<file path="src/rtl/fetch_queue.sv">
// In-order instruction buffer between Fetch and Decode: captures {PC+4, instr}
// pairs on a cache hit and offers them to Decode in show-ahead valid/ready form.
module fetch_queue #(
    parameter int DEPTH = 4,
    parameter int AW    = 2
) (
    input  logic          clk,
    input  logic          rst_n,
    input  logic          inValid,
    input  logic [31:0]   inPC,
    input  logic [31:0]   inInstr,
    output logic          inReady,
    input  logic          flush,
    output logic          outValid,
    output logic [31:0]   outPC,
    output logic [31:0]   outInstr,
    input  logic          outReady,
    output logic [AW:0]   count
);

    localparam logic [AW:0] FULL_COUNT = (AW+1)'(DEPTH);

    logic [63:0]   mem_q [DEPTH];
    logic [AW-1:0] wrPtr_q, wrPtr_d;
    logic [AW-1:0] rdPtr_q, rdPtr_d;
    logic [AW:0]   count_q, count_d;
    logic          full;
    logic          empty;
    logic          push;
    logic          pop;

    assign full  = (count_q == FULL_COUNT);
    assign empty = (count_q == '0);
    assign push  = inValid && !full && !flush;
    assign pop   = !empty && outReady && !flush;

    always_comb begin
        wrPtr_d = wrPtr_q;
        rdPtr_d = rdPtr_q;
        count_d = count_q;
        if (flush) begin
            wrPtr_d = '0;
            rdPtr_d = '0;
            count_d = '0;
        end else begin
            // Power-of-two depth lets the pointers wrap by plain overflow.
            if (push) wrPtr_d = wrPtr_q + AW'(1);
            if (pop)  rdPtr_d = rdPtr_q + AW'(1);
            case ({push, pop})
                2'b10:   count_d = count_q + (AW+1)'(1);
                2'b01:   count_d = count_q - (AW+1)'(1);
                default: count_d = count_q;
            endcase
        end
    end

    always_ff @(posedge clk) begin
        if (!rst_n) begin
            wrPtr_q <= '0;
            rdPtr_q <= '0;
            count_q <= '0;
        end else begin
            wrPtr_q <= wrPtr_d;
            rdPtr_q <= rdPtr_d;
            count_q <= count_d;
        end
    end

    // Array contents need no reset; the empty flag masks stale data at the outputs.
    always_ff @(posedge clk) begin
        if (rst_n && push) begin
            mem_q[wrPtr_q] <= {inPC, inInstr};
        end
    end

    assign inReady  = !full;
    assign outValid = !empty;
    assign outPC    = empty ? 32'h0 : mem_q[rdPtr_q][63:32];
    assign outInstr = empty ? 32'h0 : mem_q[rdPtr_q][31:0];
    assign count    = count_q;

endmodule
</file>
<file path="config.mk">
export PLATFORM = sky130hd
export DESIGN_NAME = fetch_queue
export DESIGN_NICKNAME = d
export VERILOG_FILES = /design/src/rtl/fetch_queue.sv
export SDC_FILE = /design/constraint.sdc
export NUM_CORES = 1
export LEC_CHECK = 0
export CAP_MARGIN = 20
export CORE_MARGIN = 2
export CORE_UTILIZATION = 55
export CTS_BUF_LIST = sky130_fd_sc_hd__clkbuf_4 sky130_fd_sc_hd__clkbuf_8
export CTS_CLUSTER_SIZE = 12
export DETAILED_ROUTE_END_ITERATION = 6
export DONT_BUFFER_PORTS = 1
export MAX_ROUTING_LAYER = met4
export PLACE_DENSITY = 0.7
export SLEW_MARGIN = 15
export SYNTH_ARGS = -nofsm -noshare
export SYNTH_HDL_FRONTEND = slang
export SYNTH_SLANG_ARGS = --single-unit
</file>
<file path="constraint.sdc">
create_clock -name clk -period 4.3 [get_ports clk]
set_clock_uncertainty 0.1 [all_clocks]
set_input_delay 0.43 -clock clk [delete_from_list [all_inputs] [get_ports clk]]
set_output_delay 0.43 -clock clk [all_outputs]
set_load 0.05 [all_outputs]
</file>
== After elaboration in Yosys (flattened, before gate mapping) ==
Memory sizes are Yosys's and may differ from the RTL's. A register that Yosys moved wholly into a read port is not among the register bits.
Index checks and enable logic that the tools add are counted.
Storage, ports and cells
  register bits after elaboration: 7
  memory bits (writable): 256
  output and inout bits: 69
  word-level logic and storage cells: 30
  memories: 1
Memories
  mem_q: depth 4, bits a word 64, read ports 1, clocked after memory_dff 1, write ports 1, line 23  | logic [63:0] mem_q [DEPTH];
Cells by class
  $add $sub $neg: 4
  eq/ne operators: 3
  mux-type cells: 7
  bitwise gates (word level): 1
  reduce and logical (&&, ||, !) cells: 11
Operator list (count)
  32-bit 2-to-1 mux: 2
  3-bit case mux with 2 select lines: 1
  1-bit logical AND: 5
  2-bit by 1-bit adder with 2-bit output, second input constant: 2
  2-bit 2-to-1 mux: 2
  3-bit by 1-bit adder with 3-bit output, second input constant: 1
  3-bit == test, second input constant: 1
  1-bit zero test: 3
  3-bit zero test: 1
  3-bit by 1-bit subtractor with 3-bit output, second input constant: 1
  2-bit by 1-bit == test with 1-bit output, second input constant: 1
  2-bit == test, second input constant: 1
  1-bit 2-to-1 mux: 2
  2-bit nonzero test: 1
  2-bit OR reduction: 1
  1-bit NOT: 1

== Longest topological paths before layout ==
  depth after elaboration: 7
  mapped depth: 10
  gate-level depth less buffers: 9

== Worst setup path after synthesis ==
OpenSTA, ideal clock, no wires.
  path kind: reg-to-reg
  from: register count_q[0] (netlist: count[0])
  to: memory mem_q[0][0] (enable)
  arrival time: 2.947 ns
  required time: 3.771 ns
  setup slack: 0.824 ns
  stages on the path, launching flop included: 5
  cells stage by stage: dfxtp_1 > or3b_1 > buf_2 > and2_4 > and3_1
On the way
  word-level cells in the longest chain between the ends: 7
Ends and longest elaborated chain
  start: declaration: line 26  | logic [AW:0] count_q, count_d;
  start signal: assignment: line 65  | count_q <= count_d;
  3-bit == test: line 32  | assign full = (count_q == FULL_COUNT);
  1-bit zero test
  via inReady: line 12  | output logic inReady,
  1-bit logical AND (2 in a row): line 34  | assign push = inValid && !full && !flush;
  1-bit logical AND: line 71  | if (rst_n && push) begin
  1-bit 2-to-1 mux: line 71
  1-bit 2-to-1 mux (not written as such): line 72  | mem_q[wrPtr_q] <= {inPC, inInstr};
  end: declaration: line 23
The timed path passes the listed nets, and every way through them passes these cells.

== Worst setup path after layout ==
  from: register count_q[0] (netlist: count[0])
  to: output port outInstr[18]
On the way
  word-level cells in the longest chain between the ends: 2
Ends and longest elaborated chain
  3-bit zero test: line 33  | assign empty = (count_q == '0);
  32-bit 2-to-1 mux: line 79  | assign outInstr = empty ? 32'h0 : mem_q[rdPtr_q][31:0];
  end: declaration: line 16  | output logic [31:0] outInstr,
No other way between the ends.

==> results.json <==
{
  "fmax_mhz": 302.9,
  "yosys_warnings": 0,
  "core_mm2": 0.01809,
  "ys_seq_area_frac": 0.7694,
  "fin_crit_ps": 3301,
  "setup_slack_ps": 998.6,
  "post_drt_wl_per_cell_um": 22.26,
  "htreeDepth": 2,
  "tightest_slew_ps": 1012,
  "grt-busiest-layer": "met2",
  "nets": 623,
  "power.leakage_uw": 0.003728,
  "finalMaxSlewViolations": 0,
  "crit_path_end_kind": "primary output",
  "cts_made_buffers": 42,
  "drtIter0Drc": 263,
  "cts.path.max_buffers": 3,
  "start_util": 0.5654,
  "cts.sinks": 265,
  "clk_latency_ps": 520,
  "die_area_mm2": 0.01970,
  "relSlewSlack": 0.3255,
  "area_growth_pct": 15.42,
  "critPathMaxStageDelay_ps": 870,
  "dr.pass1.iters": 6,
  "num_io_pins": 138,
  "cts-root-buf": "clkbuf_8",
  "syn_nets": 535,
  "gp_congestion": 0.7091,
  "viasPerCell": 5.740,
  "multi_input_area_mm2": 0.002156,
  "fin_crit_sh": 0.7678,
  "vias": 4632,
  "vdd_ir_drop_max_mv": 0.2487,
  "cp.required_ps": 3770,
  "synth.distinct_cells": 27,
  "ys_async_sr_fraction": 0,
  "die_x_um": 140.4,
  "crit_fanout": 65,
  "path_cells": "or3_2 -> and2_1",
  "drcViolationCount": 0,
  "clk_pin_slew_ps": 60,
  "routed_wl_um": 17960,
  "rows": 49,
  "critical_path_arrival_ps": 2770,
  "hp-class": "input port to flip-flop",
  "p_per_area_mw_per_mm2": 426.0,
  "synthCells": 460,
  "place_hpwl_um": 9774,
  "rsz0062_at_grt": "no",
  "antenna_found_initial": 0,
  "fin_tns_setup_ps": 0,
  "io_buffers": 0,
  "grt_use_met3": 0.04547,
  "use_met1": 0.2456,
  "seq_area_mm2": 0.007875,
  "netlist_area_mm2": 0.01023,
  "gr-total-overflow": 0,
  "cts_tree": "done",
  "start_kind": "flip-flop",
  "gr-usage-met2": 0.3122,
  "grt_max_degree": 66,
  "place_ws_ps": 1144,
  "setup_violations": 0,
  "ys.flop_type": "edfxtp_1",
  "syn_avg_cell_area_um2": 22.23,
  "grtUsageTotal": 0.1934,
  "postCtsSetupBuffers": 0,
  "status": "finished, final reports clean",
  "critical_path_class": "flip-flop to primary output",
  "crit_path_top_delay_cell": "or3_2",
  "grt_pass1_vias": 5179,
  "detail-route-antenna-nets": 0,
  "drive_gt1_frac": 0.2288,
  "hold_violations": 0,
  "chipHeight_um": 140.4,
  "synth-seq-cells": 265,
  "max_cap_viol_count": 0,
  "grt_pass1_wl_um": 28130,
  "fill_cells": 1228,
  "synth_edf_count": 256
}
==> layer usage <==
metal  vias to the layer above  wire length [um]  share of wire
met1                      2420              7404           0.41
li1                       2044                 -              -
met3                        25              1073          0.060
met4                         0               285          0.016
met5                         -                 0              0
met2                       143              9200           0.51
==> metrics by stage <==
step                      utilization  instances  area, um^2  hold WS [ps]  total power, uW
after global routing           0.6524        806       11800         72.93             5211
after floorplan                     -        460       10230         384.7             3052
after global placement         0.5743        669       10390         406.9             3068
final                          0.6526        807       11800         68.01             5028
after CTS                      0.6524        806       11800         39.26             5080
after detailed placement       0.5743        669       10390         413.7             3072
==> layout make-up <==
| cell class | instances | share of cell area |
|---|---|---|
| flip-flops and latches | 265 | 0.6672 |
| multi-input cells | 166 | 0.1827 |
| clock buffers | 56 | 0.05947 |
| repair buffers | 67 | 0.05831 |
| well taps | 229 | 0.02428 |
| clock inverters | 17 | 0.005937 |
| inverters | 6 | 0.001908 |
| diodes | 1 | 0.0002120 |
==> cells in the mapped netlist (2+ instances only) <==
library cell	n	area (um^2)
and2_1	64	400.4
buf_12	6	120.1
nand3_1	2	10.01
buf_2	7	35.03
dfxtp_1	9	180.2
mux4_2	60	1351
or3_1	2	12.51
xor2_1	4	35.03
nor2_1	7	26.28
inv_1	6	22.52
edfxtp_1	256	7687
a21oi_1	4	20.02
mux4_1	4	105.1
a21o_1	2	15.01
and3_1	4	25.02
ha_1	5	62.56
clkbuf_1	8	30.03
==> power by group <==
part / switching (uW) / total, uW / internal [uW] / leakage, uW
registers: 10.6 / 2870 / 2850 / 0.00239
clock network: 887 / 1940 / 1050 / 0.000413
logic: 141 / 220 / 79.5 / 0.000929
total: 1040 / 5030 / 3990 / 0.00373
==> repair_timing <==
action | CTS | global route
gates resized for setup | 0 | 0
hold buffers | 64 | 0
endpoints found under the setup margin | 0 | 0
hold endpoints to repair | 256 | 0
==> critical path: cells and delay by family (launching register included) <==
kind             cells  cell delay, ps
AND/OR/NAND/NOR      2            1440
flip-flops           1             750
==> logic make-up after synthesis <==
logic type      count (synthesis)  synth area share
simple gates                   83           0.04931
compound gates                  9          0.005506
mux                            64            0.1424
buf+inv                        29           0.02190
fa+ha+maj                       6          0.008075
flops                         265            0.7694
xor+xnor                        4          0.003426
==> registers in the layout (all words and copies together), names as in the netlist, named ones only <==
signal,count
count,3
mem_q,256
wrPtr_q,2
rdPtr_q,2
==> cells in the final DEF, fill, tap and decap left out, types with 2 or more instances in the layout <==
cell type and count:
nand3_1 2, clkbuf_8 45, clkinv_1 12, and3_4 4, and2_1 64, dfxtp_1 7, a21oi_1 4, xor2_1 4
mux4_2 60, buf_12 2, mux4_1 4, a21o_1 2, clkbuf_4 11, ha_1 5, nor2_1 7, dlygate4sd3_1 64
inv_1 6, clkinv_2 5, dfxtp_4 2, edfxtp_1 256
==> final timing paths <==
| path | from | end | slack, ps | cells past startpoint |
|---|---|---|---|---|
| hold / removal | flush | wrPtr_q[1] | 70 | 3 |
| setup / recovery | count[0] | outInstr[18] | 1000 | 2 |
| hold reg to reg | rdPtr_q[1] | rdPtr_q[1] | 430 | 2 |
| setup reg to reg | count[2] | count[2] | 1140 | 9 |
No activity file was read; power rests on OpenSTA's default activity.
